[config.mk]
export PLATFORM = sky130hd
export DESIGN_NAME = axi_lite_arbiter
export DESIGN_NICKNAME = d
export VERILOG_FILES = /design/src/rtl/axi_pkg.sv /design/src/rtl/axi_lite_arbiter_arb_pick.sv /design/src/rtl/axi_lite_arbiter.sv
export SDC_FILE = /design/constraint.sdc
export NUM_CORES = 1
export LEC_CHECK = 0
export ABC_AREA = 1
export BUFFER_PORTS_ARGS = -buffer_cell sky130_fd_sc_hd__buf_2
export CAP_MARGIN = 30
export CORE_AREA = 2 2 172 174
export CTS_BUF_LIST = sky130_fd_sc_hd__clkbuf_16
export DETAILED_ROUTE_END_ITERATION = 10
export DIE_AREA = 0 0 174 176
export GPL_ROUTABILITY_DRIVEN = 0
export PLACE_DENSITY = 0.42
export SETUP_SLACK_MARGIN = 0.2
export SYNTH_ARGS = -nofsm -noshare
export SYNTH_HDL_FRONTEND = slang
export SYNTH_HIERARCHICAL = 1
export SYNTH_SLANG_ARGS = --single-unit
[constraint.sdc]
create_clock -name clk_i -period 3.4 [get_ports clk_i]
set_input_delay 0.34 -clock clk_i [delete_from_list [all_inputs] [get_ports clk_i]]
set_output_delay 0.34 -clock clk_i [all_outputs]
set_load 0.02 [all_outputs]
[src/rtl/axi_pkg.sv]
// Shared AXI-Lite types and constants for the IFU/LSU memory arbiter.
// Bus-width macros are given defaults here when the SoC build does not supply them.
`ifndef YSYX_23060251_AXI_ADDR_BUS
`define YSYX_23060251_AXI_ADDR_BUS 31:0
`endif
`ifndef YSYX_23060251_AXI_DATA_BUS
`define YSYX_23060251_AXI_DATA_BUS 31:0
`endif
`ifndef YSYX_23060251_AXI_STRB_BUS
`define YSYX_23060251_AXI_STRB_BUS 3:0
`endif

package axi_pkg;

  typedef enum logic [1:0] {
    OKAY   = 2'b00,
    EXOKAY = 2'b01,
    SLVERR = 2'b10,
    DECERR = 2'b11
  } axi_resp_t;

  localparam int MST_IFU = 0;
  localparam int MST_LSU = 1;

  localparam logic [4:0] ST_IDLE  = 5'b00001;
  localparam logic [4:0] ST_RD_M0 = 5'b00010;
  localparam logic [4:0] ST_RD_M1 = 5'b00100;
  localparam logic [4:0] ST_WR_M0 = 5'b01000;
  localparam logic [4:0] ST_WR_M1 = 5'b10000;

  typedef enum logic [4:0] {
    S_IDLE  = ST_IDLE,
    S_RD_M0 = ST_RD_M0,
    S_RD_M1 = ST_RD_M1,
    S_WR_M0 = ST_WR_M0,
    S_WR_M1 = ST_WR_M1
  } arb_state_e;

endpackage

[src/rtl/axi_lite_arbiter_arb_pick.sv]
// Two-way winner select for the memory arbiter, purely combinational.
// ARB_ROUND_ROBIN_EN selects round-robin tie-break; otherwise the LSU wins ties.
module arb_pick
  import axi_pkg::*;
(
  input  logic [1:0] req_i,
  input  logic       last_grant_i,
  output logic [1:0] grant_o
);

`ifdef ARB_ROUND_ROBIN_EN
  always_comb begin
    grant_o = 2'b00;
    if (req_i == 2'b11) begin
      // last_grant_i holds the index of the previous winner
      grant_o = last_grant_i ? 2'b01 : 2'b10;
    end else begin
      grant_o = req_i;
    end
  end
`else
  logic unused_last_grant;
  assign unused_last_grant = last_grant_i;

  always_comb begin
    grant_o          = 2'b00;
    grant_o[MST_LSU] = req_i[MST_LSU];
    grant_o[MST_IFU] = req_i[MST_IFU] & ~req_i[MST_LSU];
  end
`endif

endmodule

[src/rtl/axi_lite_arbiter.sv]
// Two-master (IFU/LSU) to one-slave AXI-Lite arbiter, one transaction at a time.
// Optional macro ARB_ROUND_ROBIN_EN: round-robin tie-break instead of LSU priority.
module axi_lite_arbiter
  import axi_pkg::*;
#(
  parameter int NUM_MST = 2
) (
  input  logic                               clk_i,
  input  logic                               rst_i,
  // master 0 (IFU)
  input  logic                               m0_ar_valid_i,
  input  logic [`YSYX_23060251_AXI_ADDR_BUS] m0_ar_addr_i,
  output logic                               m0_ar_ready_o,
  output logic                               m0_r_valid_o,
  output logic [`YSYX_23060251_AXI_DATA_BUS] m0_r_data_o,
  output axi_resp_t                          m0_r_resp_o,
  input  logic                               m0_r_ready_i,
  input  logic                               m0_aw_valid_i,
  input  logic [`YSYX_23060251_AXI_ADDR_BUS] m0_aw_addr_i,
  output logic                               m0_aw_ready_o,
  input  logic                               m0_w_valid_i,
  input  logic [`YSYX_23060251_AXI_DATA_BUS] m0_w_data_i,
  input  logic [`YSYX_23060251_AXI_STRB_BUS] m0_w_strb_i,
  output logic                               m0_w_ready_o,
  output logic                               m0_b_valid_o,
  output axi_resp_t                          m0_b_resp_o,
  input  logic                               m0_b_ready_i,
  // master 1 (LSU)
  input  logic                               m1_ar_valid_i,
  input  logic [`YSYX_23060251_AXI_ADDR_BUS] m1_ar_addr_i,
  output logic                               m1_ar_ready_o,
  output logic                               m1_r_valid_o,
  output logic [`YSYX_23060251_AXI_DATA_BUS] m1_r_data_o,
  output axi_resp_t                          m1_r_resp_o,
  input  logic                               m1_r_ready_i,
  input  logic                               m1_aw_valid_i,
  input  logic [`YSYX_23060251_AXI_ADDR_BUS] m1_aw_addr_i,
  output logic                               m1_aw_ready_o,
  input  logic                               m1_w_valid_i,
  input  logic [`YSYX_23060251_AXI_DATA_BUS] m1_w_data_i,
  input  logic [`YSYX_23060251_AXI_STRB_BUS] m1_w_strb_i,
  output logic                               m1_w_ready_o,
  output logic                               m1_b_valid_o,
  output axi_resp_t                          m1_b_resp_o,
  input  logic                               m1_b_ready_i,
  // slave
  output logic                               s_ar_valid_o,
  output logic [`YSYX_23060251_AXI_ADDR_BUS] s_ar_addr_o,
  input  logic                               s_ar_ready_i,
  input  logic                               s_r_valid_i,
  input  logic [`YSYX_23060251_AXI_DATA_BUS] s_r_data_i,
  input  axi_resp_t                          s_r_resp_i,
  output logic                               s_r_ready_o,
  output logic                               s_aw_valid_o,
  output logic [`YSYX_23060251_AXI_ADDR_BUS] s_aw_addr_o,
  input  logic                               s_aw_ready_i,
  output logic                               s_w_valid_o,
  output logic [`YSYX_23060251_AXI_DATA_BUS] s_w_data_o,
  output logic [`YSYX_23060251_AXI_STRB_BUS] s_w_strb_o,
  input  logic                               s_w_ready_i,
  input  logic                               s_b_valid_i,
  input  axi_resp_t                          s_b_resp_i,
  output logic                               s_b_ready_o,
  output logic [1:0]                         grant_o
);

  logic [NUM_MST-1:0] ar_valid, r_ready, aw_valid, w_valid, b_ready;
  logic [NUM_MST-1:0][$bits(s_ar_addr_o)-1:0] ar_addr, aw_addr;
  logic [NUM_MST-1:0][$bits(s_w_data_o)-1:0]  w_data;
  logic [NUM_MST-1:0][$bits(s_w_strb_o)-1:0]  w_strb;

  assign ar_valid = {m1_ar_valid_i, m0_ar_valid_i};
  assign ar_addr  = {m1_ar_addr_i,  m0_ar_addr_i};
  assign r_ready  = {m1_r_ready_i,  m0_r_ready_i};
  assign aw_valid = {m1_aw_valid_i, m0_aw_valid_i};
  assign aw_addr  = {m1_aw_addr_i,  m0_aw_addr_i};
  assign w_valid  = {m1_w_valid_i,  m0_w_valid_i};
  assign w_data   = {m1_w_data_i,   m0_w_data_i};
  assign w_strb   = {m1_w_strb_i,   m0_w_strb_i};
  assign b_ready  = {m1_b_ready_i,  m0_b_ready_i};

  arb_state_e         state_q, state_d;
  logic [NUM_MST-1:0] rd_own, wr_own, req, win;
  logic               pick_last;

  assign rd_own  = {state_q == S_RD_M1, state_q == S_RD_M0};
  assign wr_own  = {state_q == S_WR_M1, state_q == S_WR_M0};
  assign req     = ar_valid | aw_valid;
  assign grant_o = rd_own | wr_own;

  arb_pick u_pick (
    .req_i        (req),
    .last_grant_i (pick_last),
    .grant_o      (win)
  );

`ifdef ARB_ROUND_ROBIN_EN
  logic last_q, last_d;

  always_comb begin
    last_d = last_q;
    if (state_q == S_IDLE && (|win)) last_d = win[MST_LSU];
  end

  // reset to 1 so the first tie after reset goes to the IFU
  always_ff @(posedge clk_i or posedge rst_i) begin
    if (rst_i) last_q <= 1'b1;
    else       last_q <= last_d;
  end

  assign pick_last = last_q;
`else
  assign pick_last = 1'b1;
`endif

  // a master raising AR and AW together gets its read first
  always_comb begin
    state_d = state_q;
    case (state_q)
      S_IDLE: begin
        if (win[MST_IFU])      state_d = ar_valid[MST_IFU] ? S_RD_M0 : S_WR_M0;
        else if (win[MST_LSU]) state_d = ar_valid[MST_LSU] ? S_RD_M1 : S_WR_M1;
      end
      S_RD_M0, S_RD_M1: if (s_r_valid_i && s_r_ready_o) state_d = S_IDLE;
      S_WR_M0, S_WR_M1: if (s_b_valid_i && s_b_ready_o) state_d = S_IDLE;
      default:          state_d = S_IDLE;
    endcase
  end

  always_ff @(posedge clk_i or posedge rst_i) begin
    if (rst_i) state_q <= S_IDLE;
    else       state_q <= state_d;
  end

  // slave side: AND-OR select by owner, so idle drives all zeros
  always_comb begin
    s_ar_valid_o = 1'b0;
    s_ar_addr_o  = '0;
    s_r_ready_o  = 1'b0;
    s_aw_valid_o = 1'b0;
    s_aw_addr_o  = '0;
    s_w_valid_o  = 1'b0;
    s_w_data_o   = '0;
    s_w_strb_o   = '0;
    s_b_ready_o  = 1'b0;
    for (int n = 0; n < NUM_MST; n++) begin
      s_ar_valid_o |= rd_own[n] & ar_valid[n];
      s_ar_addr_o  |= rd_own[n] ? ar_addr[n] : '0;
      s_r_ready_o  |= rd_own[n] & r_ready[n];
      s_aw_valid_o |= wr_own[n] & aw_valid[n];
      s_aw_addr_o  |= wr_own[n] ? aw_addr[n] : '0;
      s_w_valid_o  |= wr_own[n] & w_valid[n];
      s_w_data_o   |= wr_own[n] ? w_data[n] : '0;
      s_w_strb_o   |= wr_own[n] ? w_strb[n] : '0;
      s_b_ready_o  |= wr_own[n] & b_ready[n];
    end
  end

  logic      [NUM_MST-1:0] m_ar_ready, m_r_valid, m_aw_ready, m_w_ready, m_b_valid;
  logic      [NUM_MST-1:0][$bits(s_r_data_i)-1:0] m_r_data;
  axi_resp_t [NUM_MST-1:0] m_r_resp, m_b_resp;

  for (genvar n = 0; n < NUM_MST; n++) begin : g_mst
    assign m_ar_ready[n] = rd_own[n] & s_ar_ready_i;
    assign m_r_valid[n]  = rd_own[n] & s_r_valid_i;
    assign m_r_data[n]   = rd_own[n] ? s_r_data_i : '0;
    assign m_r_resp[n]   = rd_own[n] ? s_r_resp_i : OKAY;
    assign m_aw_ready[n] = wr_own[n] & s_aw_ready_i;
    assign m_w_ready[n]  = wr_own[n] & s_w_ready_i;
    assign m_b_valid[n]  = wr_own[n] & s_b_valid_i;
    assign m_b_resp[n]   = wr_own[n] ? s_b_resp_i : OKAY;
  end

  assign m0_ar_ready_o = m_ar_ready[MST_IFU];
  assign m0_r_valid_o  = m_r_valid[MST_IFU];
  assign m0_r_data_o   = m_r_data[MST_IFU];
  assign m0_r_resp_o   = m_r_resp[MST_IFU];
  assign m0_aw_ready_o = m_aw_ready[MST_IFU];
  assign m0_w_ready_o  = m_w_ready[MST_IFU];
  assign m0_b_valid_o  = m_b_valid[MST_IFU];
  assign m0_b_resp_o   = m_b_resp[MST_IFU];

  assign m1_ar_ready_o = m_ar_ready[MST_LSU];
  assign m1_r_valid_o  = m_r_valid[MST_LSU];
  assign m1_r_data_o   = m_r_data[MST_LSU];
  assign m1_r_resp_o   = m_r_resp[MST_LSU];
  assign m1_aw_ready_o = m_aw_ready[MST_LSU];
  assign m1_w_ready_o  = m_w_ready[MST_LSU];
  assign m1_b_valid_o  = m_b_valid[MST_LSU];
  assign m1_b_resp_o   = m_b_resp[MST_LSU];

endmodule

==> metrics <==
Initial Util between 8 and 9%; final setup fails 0; Worst Setup Slack, final 0.742 ns; gr ovfl total 0; FF-to-FF Start state_q[3]; vias per cell 3.37; Max Cap Viol 0; crit-path max FO 40; Max VDD drop 0.168 mV; DP Worst Slack around 1.0 ns; RSZ-0062 raised after global routing no; Tightest Hold Check Type in2async; num ports 442; CP arrival 2.32 ns; metal3 WL about 1200 um; fmax 376 MHz; Core Area 28500 um^2; Total Wirelength 15000 um; Remaining DRCs 0; routed length per instance 11.3 um; worst setup path class reg2out; commonest non-fill, non-tap cell in the layout buf_2; Met2 Routed Length 7850 um; Port Buffers approximately 440; Reg area approximately 130 um^2; Sink Count 5; Switching Share 58.2%; first-pass GRT wire length 21700 um; final hold vios 0; postcts setup bufs 0; most frequent cells in the layout buf_2, inv_1, o22ai_1, nor2_1, nand2_1; post-synthesis net count 773; Die Span Y ~180 um; critical path capture point type output port; Max-slew headroom 52.8%; n_diodes 0; post-layout minimum cycle time around 2.7 ns; P_leak 0.00397 uW; Gate power share 81.9%; CP startpoint kind flop; FILL cells 3347; crit path capture s_ar_addr_o[30]; Final #Nets 1197; WP data required slightly above 3 ns; Worst Setup SP state_q[1]; Fin Setup TNS 0 ns; post-CTS sizing 0; Worst Skew 0.000840 ns; Total GRT Usage under 10%; worst-margin pin slew 0.708 ns; max layer used met5; Post-DRT Antenna Nets 0; synthesized area 2450 um^2; largest net degree at the start of global routing 42; synthesis-to-layout area growth 110%; vias in the first global route 4156; HPWL Detailed 12900 um; hold_buf cts 0; Num CTS Buffers 3; biggest regs state_q (5); Clock transition at path regs 0.03 ns; TritonCTS clock tree done; via count 4466; layout cells sized above 1 between 40% and 50%; clock buffer depth 2; max-slew violations 0; DRT Pass-1 Iters 4; Warnings, synthesis 6; area of the multi-input gates 1210 um^2; net load switching power 980 uW; Pwr per Cell Area roughly 330 nW/um^2; Syn Inst Count 520; cell-internal power 703 uW; Reg with most FFs state_q; clk_lat worst skew 0.22 ns; DRT met1 WL 5720 um; H-tree depth 1; DRT iter0 DRCs between 100 and 150; status complete, no violations; Die Width 174 um; reg2reg setup slack 1.24 ns; synthesized area per cell 4.71 um^2; clk root buf clkbuf_16; antenna violations before repair 1; Die Footprint 30600 um^2; power share of the sequential group 6.9%; max reg flops 5; reg-to-reg critical path endpoint state_q[3]; reg2reg path depth 8; Rows 62; final worst path period share 78.2%; clock share of power approximately 11%
## critical path: stages (launching register included)
cell	delay, ns
dfrtp_1	0.41
nor2_4	0.23
nand3_2	0.57
buf_4	0.50
o22ai_1	0.17
buf_2	0.19
## cell type report
type / count / area share (%)
clock buffer: 3 / 1.46
clock inverter: 1 / 0.0731
inverter: 253 / 18.5
tap: 384 / 9.35
timing repair buffer: 450 / 44.5
sequential: 5 / 2.46
multi-input combinational: 231 / 23.6
## power groups by stage
stage	sequential (uW)	clock [uW]	combinational, uW
5_1_grt	118	193	1510
6_report	116	187	1380
4_1_cts	116	187	1390
3_3_place_gp	115	0	1390
2_1_floorplan	110	0	862
3_5_place_dp	116	0	1390
## metrics by stage
| stage | std cells | cell area, um^2 | util [%] | total power [uW] | hold WS, ns |
|---|---|---|---|---|---|
| after floorplan | 520 | 2450 | - | 972 | 0.118 |
| after global placement | 1323 | 5060 | 17.7 | 1510 | 0.247 |
| after detailed placement | 1323 | 5060 | 17.7 | 1510 | 0.252 |
| after CTS | 1327 | 5140 | 18.0 | 1700 | 0.0188 |
| after global routing | 1327 | 5140 | 18.0 | 1820 | 0.0387 |
| final | 1327 | 5140 | 18.0 | 1680 | 0.00880 |
## routing by layer
metal,track usage (%),vias to the layer above
li1,-,2356
met1,9.43,1850
met2,17.5,242
met3,1.77,16
met4,1.40,2
met5,0,-
## worst min-delay path by stage
stage               slack [ns]  depth (start not counted)         end  start
CTS                       0.02                          2  state_q[1]  rst_i
finish                   0.009                          2  state_q[1]  rst_i
global route              0.04                          2  state_q[1]  rst_i
floorplan                 0.12                          1  state_q[1]  rst_i
global placement          0.25                          2  state_q[1]  rst_i
detailed placement        0.25                          2  state_q[1]  rst_i
Note: power is estimated with default switching activity, not from simulation.
